--- src/rtl/riscv_pkg.sv ---
// Shared RV32 fetch constants: XLEN, the canonical NOP, instruction alignment
// and the packed {pc, inst} record carried through the fetch buffer.
package riscv_pkg;

    localparam int XLEN = 32;
    localparam logic [XLEN-1:0] NOP_INST = 32'h0000_0013;
    localparam int INST_ALIGN_BITS = 2;
    localparam logic [XLEN-1:0] ALIGN_MASK = XLEN'((1 << INST_ALIGN_BITS) - 1);

    typedef struct packed {
        logic [XLEN-1:0] pc;
        logic [XLEN-1:0] inst;
    } fetch_entry_t;

    function automatic logic is_misaligned(input logic [XLEN-1:0] addr);
        return (addr & ALIGN_MASK) != '0;
    endfunction

    function automatic logic [XLEN-1:0] align_pc(input logic [XLEN-1:0] addr);
        return addr & ~ALIGN_MASK;
    endfunction

endpackage

--- src/rtl/fetch_unit_if.sv ---
// Instruction-memory request/response channel between fetch (master) and memory (slave).
interface fetch_unit_if;

    logic                         req_valid;
    logic                         req_ready;
    logic [riscv_pkg::XLEN-1:0]   req_addr;
    logic                         resp_valid;
    logic [riscv_pkg::XLEN-1:0]   resp_data;

    modport master (
        output req_valid,
        output req_addr,
        input  req_ready,
        input  resp_valid,
        input  resp_data
    );

    modport slave (
        input  req_valid,
        input  req_addr,
        output req_ready,
        output resp_valid,
        output resp_data
    );

endinterface

--- src/rtl/fetch_fifo.sv ---
// Power-of-2 FIFO with an extra wrap bit on each pointer; a push into a full
// FIFO is taken only when a pop frees the slot in the same cycle.
module fetch_fifo #(
    parameter int DEPTH = 2,
    parameter int WIDTH = 64
) (
    input  logic                     clk,
    input  logic                     rst_n,
    input  logic                     flush,
    input  logic                     push,
    input  logic [WIDTH-1:0]         push_data,
    input  logic                     pop,
    output logic [WIDTH-1:0]         head_data,
    output logic                     full,
    output logic                     empty,
    output logic [$clog2(DEPTH):0]   count
);

    localparam int PTR_W = $clog2(DEPTH);
    localparam logic [PTR_W:0] PTR_ONE = (PTR_W + 1)'(1);

    logic [WIDTH-1:0] mem [DEPTH];
    logic [PTR_W:0]   wr_ptr;
    logic [PTR_W:0]   rd_ptr;
    logic             do_push;
    logic             do_pop;

    assign empty     = (wr_ptr == rd_ptr);
    assign full      = (wr_ptr[PTR_W] != rd_ptr[PTR_W]) &&
                       (wr_ptr[PTR_W-1:0] == rd_ptr[PTR_W-1:0]);
    assign count     = wr_ptr - rd_ptr;
    assign do_pop    = pop && !empty;
    assign do_push   = push && (!full || do_pop);
    assign head_data = mem[rd_ptr[PTR_W-1:0]];

    always_ff @(posedge clk) begin
        if (do_push && !flush) begin
            mem[wr_ptr[PTR_W-1:0]] <= push_data;
        end
    end

    always_ff @(posedge clk or negedge rst_n) begin
        if (!rst_n) begin
            wr_ptr <= '0;
            rd_ptr <= '0;
        end else if (flush) begin
            wr_ptr <= '0;
            rd_ptr <= '0;
        end else begin
            if (do_push) wr_ptr <= wr_ptr + PTR_ONE;
            if (do_pop)  rd_ptr <= rd_ptr + PTR_ONE;
        end
    end

endmodule

--- src/rtl/fetch_unit.sv ---
// Instruction fetch: sequential PC, in-order imem requests, redirect/discard handling
// and a response FIFO to decode. Define FETCH_BYPASS_EN for a same-cycle response bypass.
module fetch_unit
    import riscv_pkg::*;
#(
    parameter logic [XLEN-1:0] RESET_PC = 32'h0000_0000,
    parameter int              DEPTH    = 2
) (
    input  logic              clk,
    input  logic              rst_n,
    fetch_unit_if.master      imem,
    output logic [XLEN-1:0]   inst,
    output logic              inst_valid,
    output logic [XLEN-1:0]   inst_pc,
    input  logic              inst_ready,
    input  logic              redirect_valid,
    input  logic [XLEN-1:0]   redirect_pc,
    output logic              fetch_fault
);

    localparam int CNT_W = $clog2(DEPTH) + 1;

    logic [XLEN-1:0]          pc_q;
    logic [CNT_W-1:0]         outstanding_q;
    logic [CNT_W-1:0]         outstanding_next;
    logic [CNT_W-1:0]         discard_q;
    logic [CNT_W-1:0]         fifo_count;
    logic [CNT_W:0]           in_use;
    logic                     fault_q;
    logic                     req_fire;
    logic                     resp_live;
    logic                     resp_drop;
    logic                     resp_retire;
    logic [XLEN-1:0]          resp_pc;
    logic                     fifo_push;
    logic                     fifo_pop;
    logic                     fifo_full;
    logic                     fifo_empty;
    fetch_entry_t             fifo_in;
    logic [$bits(fetch_entry_t)-1:0] fifo_head_raw;
    fetch_entry_t             fifo_head;

    assign in_use           = (CNT_W + 1)'(outstanding_q) + (CNT_W + 1)'(fifo_count);
    assign imem.req_valid   = rst_n && !fault_q && !redirect_valid &&
                              (in_use < (CNT_W + 1)'(DEPTH));
    assign imem.req_addr    = pc_q;
    assign req_fire         = imem.req_valid && imem.req_ready;
    assign resp_live        = imem.resp_valid && (discard_q == '0);
    assign resp_drop        = imem.resp_valid && (discard_q != '0);
    assign resp_retire      = imem.resp_valid && (outstanding_q != '0);
    assign outstanding_next = outstanding_q + CNT_W'(req_fire) - CNT_W'(resp_retire);

    // Live in-flight requests are consecutive words ending just below pc_q,
    // so the returning response belongs to the oldest of them.
    assign resp_pc     = pc_q - (XLEN'(outstanding_q) << INST_ALIGN_BITS);
    assign fifo_in     = '{pc: resp_pc, inst: imem.resp_data};
    assign fifo_head   = fetch_entry_t'(fifo_head_raw);
    assign fifo_pop    = !fifo_empty && inst_ready && !redirect_valid;
    assign fetch_fault = fault_q;

    always_comb begin
        inst_valid = !fifo_empty;
        inst       = fifo_empty ? NOP_INST : fifo_head.inst;
        inst_pc    = fifo_empty ? '0 : fifo_head.pc;
        fifo_push  = resp_live && !redirect_valid && !fault_q && (!fifo_full || fifo_pop);
`ifdef FETCH_BYPASS_EN
        if (fifo_empty && fifo_push) begin
            inst_valid = 1'b1;
            inst       = imem.resp_data;
            inst_pc    = resp_pc;
            fifo_push  = !inst_ready;
        end
`endif
    end

    // On redirect every request still in flight after this edge is stale.
    always_ff @(posedge clk or negedge rst_n) begin
        if (!rst_n) begin
            pc_q          <= RESET_PC;
            outstanding_q <= '0;
            discard_q     <= '0;
            fault_q       <= 1'b0;
        end else begin
            outstanding_q <= outstanding_next;
            if (redirect_valid) begin
                pc_q      <= align_pc(redirect_pc);
                discard_q <= outstanding_next;
                fault_q   <= is_misaligned(redirect_pc);
            end else begin
                if (req_fire)  pc_q      <= pc_q + XLEN'(4);
                if (resp_drop) discard_q <= discard_q - CNT_W'(1);
            end
        end
    end

    fetch_fifo #(
        .DEPTH (DEPTH),
        .WIDTH ($bits(fetch_entry_t))
    ) u_fifo (
        .clk       (clk),
        .rst_n     (rst_n),
        .flush     (redirect_valid),
        .push      (fifo_push),
        .push_data (fifo_in),
        .pop       (fifo_pop),
        .head_data (fifo_head_raw),
        .full      (fifo_full),
        .empty     (fifo_empty),
        .count     (fifo_count)
    );

endmodule

--- src/flat_wrapper.sv ---
// flat-port wrapper written by rule: the top's interface ports become plain ports
module fetch_unit_flat import riscv_pkg::*;
#(
    parameter logic [XLEN-1:0] RESET_PC = 32'h0000_0000,
    parameter int              DEPTH    = 2
)
  (clk, rst_n, inst, inst_valid, inst_pc, inst_ready, redirect_valid, redirect_pc, fetch_fault, imem_req_valid, imem_req_addr, imem_req_ready, imem_resp_valid, imem_resp_data);
  fetch_unit_if imem_i ();
  input  logic clk;
  input  logic rst_n;
  output logic [XLEN-1:0] inst;
  output logic inst_valid;
  output logic [XLEN-1:0] inst_pc;
  input  logic inst_ready;
  input  logic redirect_valid;
  input  logic [XLEN-1:0] redirect_pc;
  output logic fetch_fault;
  output wire logic [$bits(imem_i.req_valid)-1:0] imem_req_valid;
  output wire logic [$bits(imem_i.req_addr)-1:0] imem_req_addr;
  input wire logic [$bits(imem_i.req_ready)-1:0] imem_req_ready;
  input wire logic [$bits(imem_i.resp_valid)-1:0] imem_resp_valid;
  input wire logic [$bits(imem_i.resp_data)-1:0] imem_resp_data;
  assign imem_req_valid = imem_i.req_valid;
  assign imem_req_addr = imem_i.req_addr;
  assign imem_i.req_ready = imem_req_ready;
  assign imem_i.resp_valid = imem_resp_valid;
  assign imem_i.resp_data = imem_resp_data;
  fetch_unit #(.RESET_PC(RESET_PC), .DEPTH(DEPTH)) u_core (.clk(clk), .rst_n(rst_n), .imem(imem_i), .inst(inst), .inst_valid(inst_valid), .inst_pc(inst_pc), .inst_ready(inst_ready), .redirect_valid(redirect_valid), .redirect_pc(redirect_pc), .fetch_fault(fetch_fault));
endmodule
--- config.mk ---
export PLATFORM = sky130hd
export DESIGN_NAME = fetch_unit_flat
export DESIGN_NICKNAME = d
export VERILOG_FILES = /design/src/rtl/riscv_pkg.sv /design/src/rtl/fetch_unit_if.sv /design/src/rtl/fetch_fifo.sv /design/src/rtl/fetch_unit.sv /design/src/flat_wrapper.sv
export SDC_FILE = /design/constraint.sdc
export NUM_CORES = 1
export LEC_CHECK = 0
export BUFFER_PORTS_ARGS = -buffer_cell sky130_fd_sc_hd__buf_4
export CAP_MARGIN = 25
export CORE_MARGIN = 5
export CORE_UTILIZATION = 59
export DETAILED_ROUTE_END_ITERATION = 10
export PLACE_DENSITY = 0.91
export RECOVER_POWER = 50
export SYNTH_ARGS = -nofsm -noshare
export SYNTH_HDL_FRONTEND = slang
export SYNTH_SLANG_ARGS = --single-unit
--- constraint.sdc ---
create_clock -name clk -period 11.95 [get_ports clk]
set_clock_uncertainty 0.2 [all_clocks]
set_input_delay 0.5975 -clock clk [delete_from_list [all_inputs] [get_ports clk]]
set_output_delay 0.5975 -clock clk [all_outputs]
set_load 0.02 [all_outputs]
### After elaboration in Yosys (flattened, before gate mapping)

Memory sizes are Yosys's and may differ from the RTL's.
Index checks and enable logic that the tools add are counted.

* add/sub/neg operators: 9
* multiply operators: 0
* divide/modulo/power cells: 0
* magnitude comparators: 1
* eq/ne operators: 3
* shift operators: 0
* multiplexer cells: 12
* bitwise logic cells: 0
* reductions and logical operators: 30

Operators with widths (count)
* $mux W32: 4
* $add A32 B3 Y32 const B: 1
* $reduce_bool A32 Y1: 1
* $sub A32 B4 Y32: 1
* $logic_and A1 B1 Y1: 16
* $mux W2: 6
* $reduce_bool A2 Y1: 6
* $add A2 B1 Y2 const B: 2
* $logic_not A1 Y1: 4
* $add A2 B2 Y3: 1
* $lt A3 B2 Y1 const B: 1
* $add A2 B1 Y2: 1
* $eq A2 B2 Y1: 1
* $logic_not A2 Y1: 1
* $logic_or A1 B1 Y1: 2
* $mux W1: 2
* $sub A2 B1 Y2: 1
* $sub A2 B1 Y2 const B: 1
* $sub A2 B2 Y2: 1
* $eq A1 B1 Y1: 1
* $ne A1 B1 Y1: 1

* flip-flop bits (word level): 41
* bits in latches: 0
* bits in writable memories: 128
* ROM bits: 0
* input port bits: 70
* logic and storage cells: 62
* memories: 1

Memory list
* u_core.u_fifo.mem: depth 2, width 64, rd ports 1, clocked after Yosys merged registers in 0, wr ports 1, RTL line fetch_fifo.sv:22 `logic [WIDTH-1:0] mem [DEPTH];`

### Logic depth before layout (Yosys ltp)

* depth in word-level cells: 10
* mapped depth: 13
* gate-level depth less buffers: 12

### Modules after synthesis

A second synthesis with hierarchy kept.

* cell total of the unflattened synthesis: 639
* area, all modules: 8120.3 um^2

Modules (own cells, without submodules)
* fetch_fifo: times used 1, cells each 235, area an instance 4909.7 um^2, sequential area each 3943.8 um^2
* fetch_unit: times used 1, cells each 404, area an instance 3210.6 um^2, sequential area each 875.8 um^2

### Worst setup path before layout

Ideal clock, no wire load.

* path type: in2reg
* start: input port redirect_valid
* end: memory u_core.u_fifo.mem[1][0], enable pin
* setup time: 0.485 ns
* arrival: 3.779 ns
* data required time: 11.265 ns
* setup slack: 7.486 ns
* stages on the path: 4
* path buffers: 1
* cell sequence: clkbuf_1 -> nor2_1 -> o2111ai_1 -> nor2_1

* word-level cells in the longest chain between the ends: 8
* elaborated cells on any way between the ends: 12
* those cells by class: 2 x mux; 10 x reduce/logical

RTL lines
* from (decl): RTL line flat_wrapper.sv:15 `input logic redirect_valid;`
* $logic_not A1 Y1 *: RTL line fetch_fifo.sv:37, fetch_unit.sv:58, fetch_unit.sv:65
* $logic_and A1 B1 Y1, on equally long branches: RTL line fetch_unit.sv:65, fetch_unit.sv:58
* $logic_and A1 B1 Y1, or another cell as far along: RTL line fetch_unit.sv:65 `fifo_push = resp_live && !redirect_valid && !fault_q && (!fifo_full || fifo_pop);`
* $logic_and A1 B1 Y1 / $logic_or A1 B1 Y1 (equally long branches): RTL line fetch_unit.sv:65, fetch_fifo.sv:33
* $logic_and A1 B1 Y1: RTL line fetch_fifo.sv:33 `assign do_push = push && (!full || do_pop);`
* $logic_and A1 B1 Y1 *: RTL line fetch_fifo.sv:37 `if (do_push && !flush) begin`
* $mux W1 *: RTL line fetch_fifo.sv:37
* $mux W1 (implied by the code) *: RTL line fetch_fifo.sv:38 `mem[wr_ptr[PTR_W-1:0]] <= push_data;`
* to (decl): RTL line fetch_fifo.sv:22

Every way passes the cells marked *; elsewhere a longest branch is shown, timed or not.

### Worst setup path in the final report

* start: input port rst_n
* end: register u_core.pc_q[22] (netlist: u_core.imem.req_addr[22])

* word-level cells in the longest chain between the ends: 5

RTL lines
* from (decl): RTL line flat_wrapper.sv:10 `input logic rst_n;`
* $logic_and A1 B1 Y1 (3 in a row): RTL line fetch_unit.sv:44 `assign imem.req_valid = rst_n && !fault_q && !redirect_valid &&`
* $logic_and A1 B1 Y1: RTL line fetch_unit.sv:47 `assign req_fire = imem.req_valid && imem.req_ready;`
* $reduce_bool A2 Y1 (no source line)
* to (signal assigned): RTL line fetch_unit.sv:86 `pc_q <= align_pc(redirect_pc);`
* to (signal assigned): RTL line fetch_unit.sv:90 `if (req_fire) pc_q <= pc_q + XLEN'(4);`
* to (decl): RTL line fetch_unit.sv:23 `logic [XLEN-1:0] pc_q;`

Every way passes these cells.
A chain may end at the register's enable or synchronous reset.

==> impl_metrics.tcl <==
set metrics [dict create \
    die_w_um 124 \
    syn_inst 616 \
    timing.rr.start "u_core.u_fifo.rd_ptr[0]" \
    die_h_um 124 \
    tightestPinTransition_ns 3.48 \
    setup_violations 0 \
    critPathLaunchType "input port" \
    period_share_pct 45.0 \
    fin_nets 844 \
    ys_warn_count 0 \
    dp_hpwl_um 11500 \
    rows 41 \
    rsz0062_at_grt "false" \
    slew_violations 283 \
    clk_latency_ns 0.41 \
    status "finished, violations left" \
    async_reset_ff_share_pct 23.9 \
    routed_wl_um 17200 \
    drt_iter0_drc 432 \
    cts.sinks 163 \
    wl_per_cell_um 18.1 \
    max_freq_mhz 186 \
    fin_area_mm2 0.00930 \
    cp-end-kind "flop" \
    min_from "redirect_pc[28]" \
    grt.total_usage_pct 23.3 \
    p_leak_nw 3.42 \
    place_area_mm2 0.00894 \
    cap_violations 6 \
    max-clock-path-buffers 2 \
    ios 169 \
    synth-seq-area-share_pct 61.5 \
    overflow 0 \
    htreeDepth 4 \
    core_area_mm2 0.0127 \
    failed_checks "max-capacitance violations, max-slew violations" \
    cts-root-buf "clkbuf_16" \
    cts_tree "built" \
    syn_area_mm2 0.00764 \
    slew_headroom_pct -132 \
    ys_ff_latch 163 \
    dieArea_mm2 0.0153 \
    vias_per_cell 5.71 \
    synth-edff-count 124 \
    hold_violations 0 \
    dr.pass1.iters 5 \
    drc 0 \
    fin_crit_ns 5.38 \
    min_path_type "in2reg" \
    port_buffers 164 \
    seqCellArea_mm2 0.00470 \
    cts_buffers 17 \
    synth.distinct_cells 55 \
    multi_input_area_mm2 0.00266 \
    cp.required_ns 12.09 \
    n_fill_cell 865 \
    antenna_found_initial 0 \
    critPathLaunch "rst_n" \
    globalplace.congestion 0.863 \
    synthFlopType "edfxtp_1" \
    crit_arrival_ns 5.52 \
    grt_pass1_vias 5450 \
    power.density_mw_per_mm2 154 \
    grt_pass1_wl_um 27500 \
    hold_slack_ns 0.192 \
    clkTransAtPathRegs_ns 0.06 \
    initial_core_util_pct 60.3 \
    ant_nets 0 \
    diodes 0 \
    grt_max_degree 66 \
    avgSynthCellArea_um2 12.4 \
    tns_ns 0 \
    synthToLayoutAreaGrowth_pct 21.7 \
    critPathKind "in2reg" \
    vdd_drop_max_mv 0.0985 \
    dr_total_vias 5422 \
    post_cts_resized 0 \
    cp_max_fo 40 \
    post_route_cells_drive_above_1_share_pct 21.0 \
]
cell usage in the layout, fill, tap and decap left out, types with 3 or more instances in the layout:
master,Yosys,routed
edfxtp_1,124,124
buf_4,4,99
nor2_1,88,86
mux2i_1,64,64
nand2_1,52,52
clkbuf_1,22,49
dfrtp_1,39,39
nand3_1,25,26
xor2_1,21,21
clkbuf_4,0,21
xnor2_1,20,20
o21ai_0,19,19
clkbuf_16,0,17
inv_1,15,15
o211ai_1,13,13
nor3_1,9,11
o311ai_0,8,8
ha_1,7,7
nand4_1,6,6
nor4_1,3,5
clkinv_2,0,5
or3_1,3,4
or4_1,4,4
and2_1,5,4
a31oi_1,4,4
a21oi_1,4,4
conb_1,1,4
nand2b_1,3,3
layout make-up:
cell class                 count  area share, %
tap                          172           2.32
clock buffer                  19           4.66
inverter                      15          0.606
clock inverter                12           1.25
timing repair buffer         169           12.0
multi-input combinational    399           28.6
sequential                   163           50.6
where the power goes:
part	internal, mW	leakage [nW]	switching (mW)	total [mW]
Sequential	0.647	1.60	0.0357	0.683
Combinational	0.0963	1.56	0.146	0.242
Clock	0.303	0.267	0.208	0.511
synth_stat cells (all sizes together) (7+ instances only):
cell | n | area (um2)
edfxtp | 124 | 3720
nor2 | 88 | 330
mux2i | 64 | 641
nand2 | 52 | 195
dfrtp | 39 | 976
nand3 | 27 | 153
clkbuf | 22 | 82.6
xor2 | 21 | 184
buf | 20 | 114
xnor2 | 20 | 175
o21ai | 19 | 95.1
inv | 15 | 56.3
nor3 | 15 | 118
o211ai | 13 | 97.6
o311ai | 8 | 70.1
ha | 7 | 87.6
nand4 | 7 | 50.1
nor4 | 7 | 77.6
stage by stage:
| step | total power [mW] | cells | util [%] | setup WS (ns) |
|---|---|---|---|---|
| 2_1_floorplan | 0.845 | 619 | - | 7.49 |
| 3_3_place_gp | 0.930 | 916 | 70.6 | 7.37 |
| 4_1_cts | 1.45 | 948 | 75.0 | 7.12 |
| 5_1_grt | 1.49 | 949 | 73.4 | 5.85 |
| 6_report | 1.44 | 949 | 73.4 | 6.57 |
| 3_5_place_dp | 0.945 | 916 | 70.6 | 7.21 |
worst max-delay path, stage by stage:
cell and delay (ns):
dlygate4sd3_1 0.52, clkbuf_1 1.55, nor4bb_1 0.48, nand3_1 0.68, inv_1 0.71, nand2_1 0.30, or4_1 0.56, nand3_1 0.10
per-layer routing:
metal,up-vias,wire length (um),GRT usage (%)
met5,-,0,0
met4,0,380,8.44
met3,34,1300,4.86
met2,243,8570,38.1
met1,2617,6920,31.0
li1,2528,-,-
flip-flops by register name (all words and copies together), names as in the netlist:
signal,flops
u_core.discard_q,2
u_core.fetch_fault,1
u_core.imem.req_addr,30
u_core.outstanding_q,2
u_core.u_fifo.mem,124
u_core.u_fifo.rd_ptr,2
u_core.u_fifo.wr_ptr,2
repair_timing:
item / CTS / global route
hold endpoints to repair: 39 / 0
buffers inserted: 0 / 0
hold buffers: 1 / 0
worst paths after layout:
| kind | to | slack [ns] | cells after the start |
|---|---|---|---|
| worst min register to register | u_core.u_fifo.rd_ptr[1] | 0.36 | 2 |
| max in group asynchronous | u_core.u_fifo.rd_ptr[0] | 9.12 | 2 |
| min in group asynchronous | u_core.imem.req_addr[25] | 1.16 | 2 |
| worst max register to register | u_core.u_fifo.wr_ptr[1] | 7.19 | 7 |
| worst max-delay path | u_core.imem.req_addr[22] | 6.57 | 8 |
| worst min-delay path | u_core.imem.req_addr[28] | 0.19 | 3 |
kinds of logic (layout without fill, tap and decap cells):
logic type / after synthesis / in the layout / synth area share [%]
simple gates: 222 / 222 / 14.8
flops: 163 / 163 / 61.5
mux: 65 / 65 / 8.54
compound gates: 58 / 58 / 5.39
buf+inv: 57 / 215 / 3.31
xor+xnor: 41 / 41 / 4.70
fa+ha+maj: 9 / 9 / 1.67
other cells: 1 / 4 / 0.0491
Note: power is estimated with default switching activity, not from simulation.
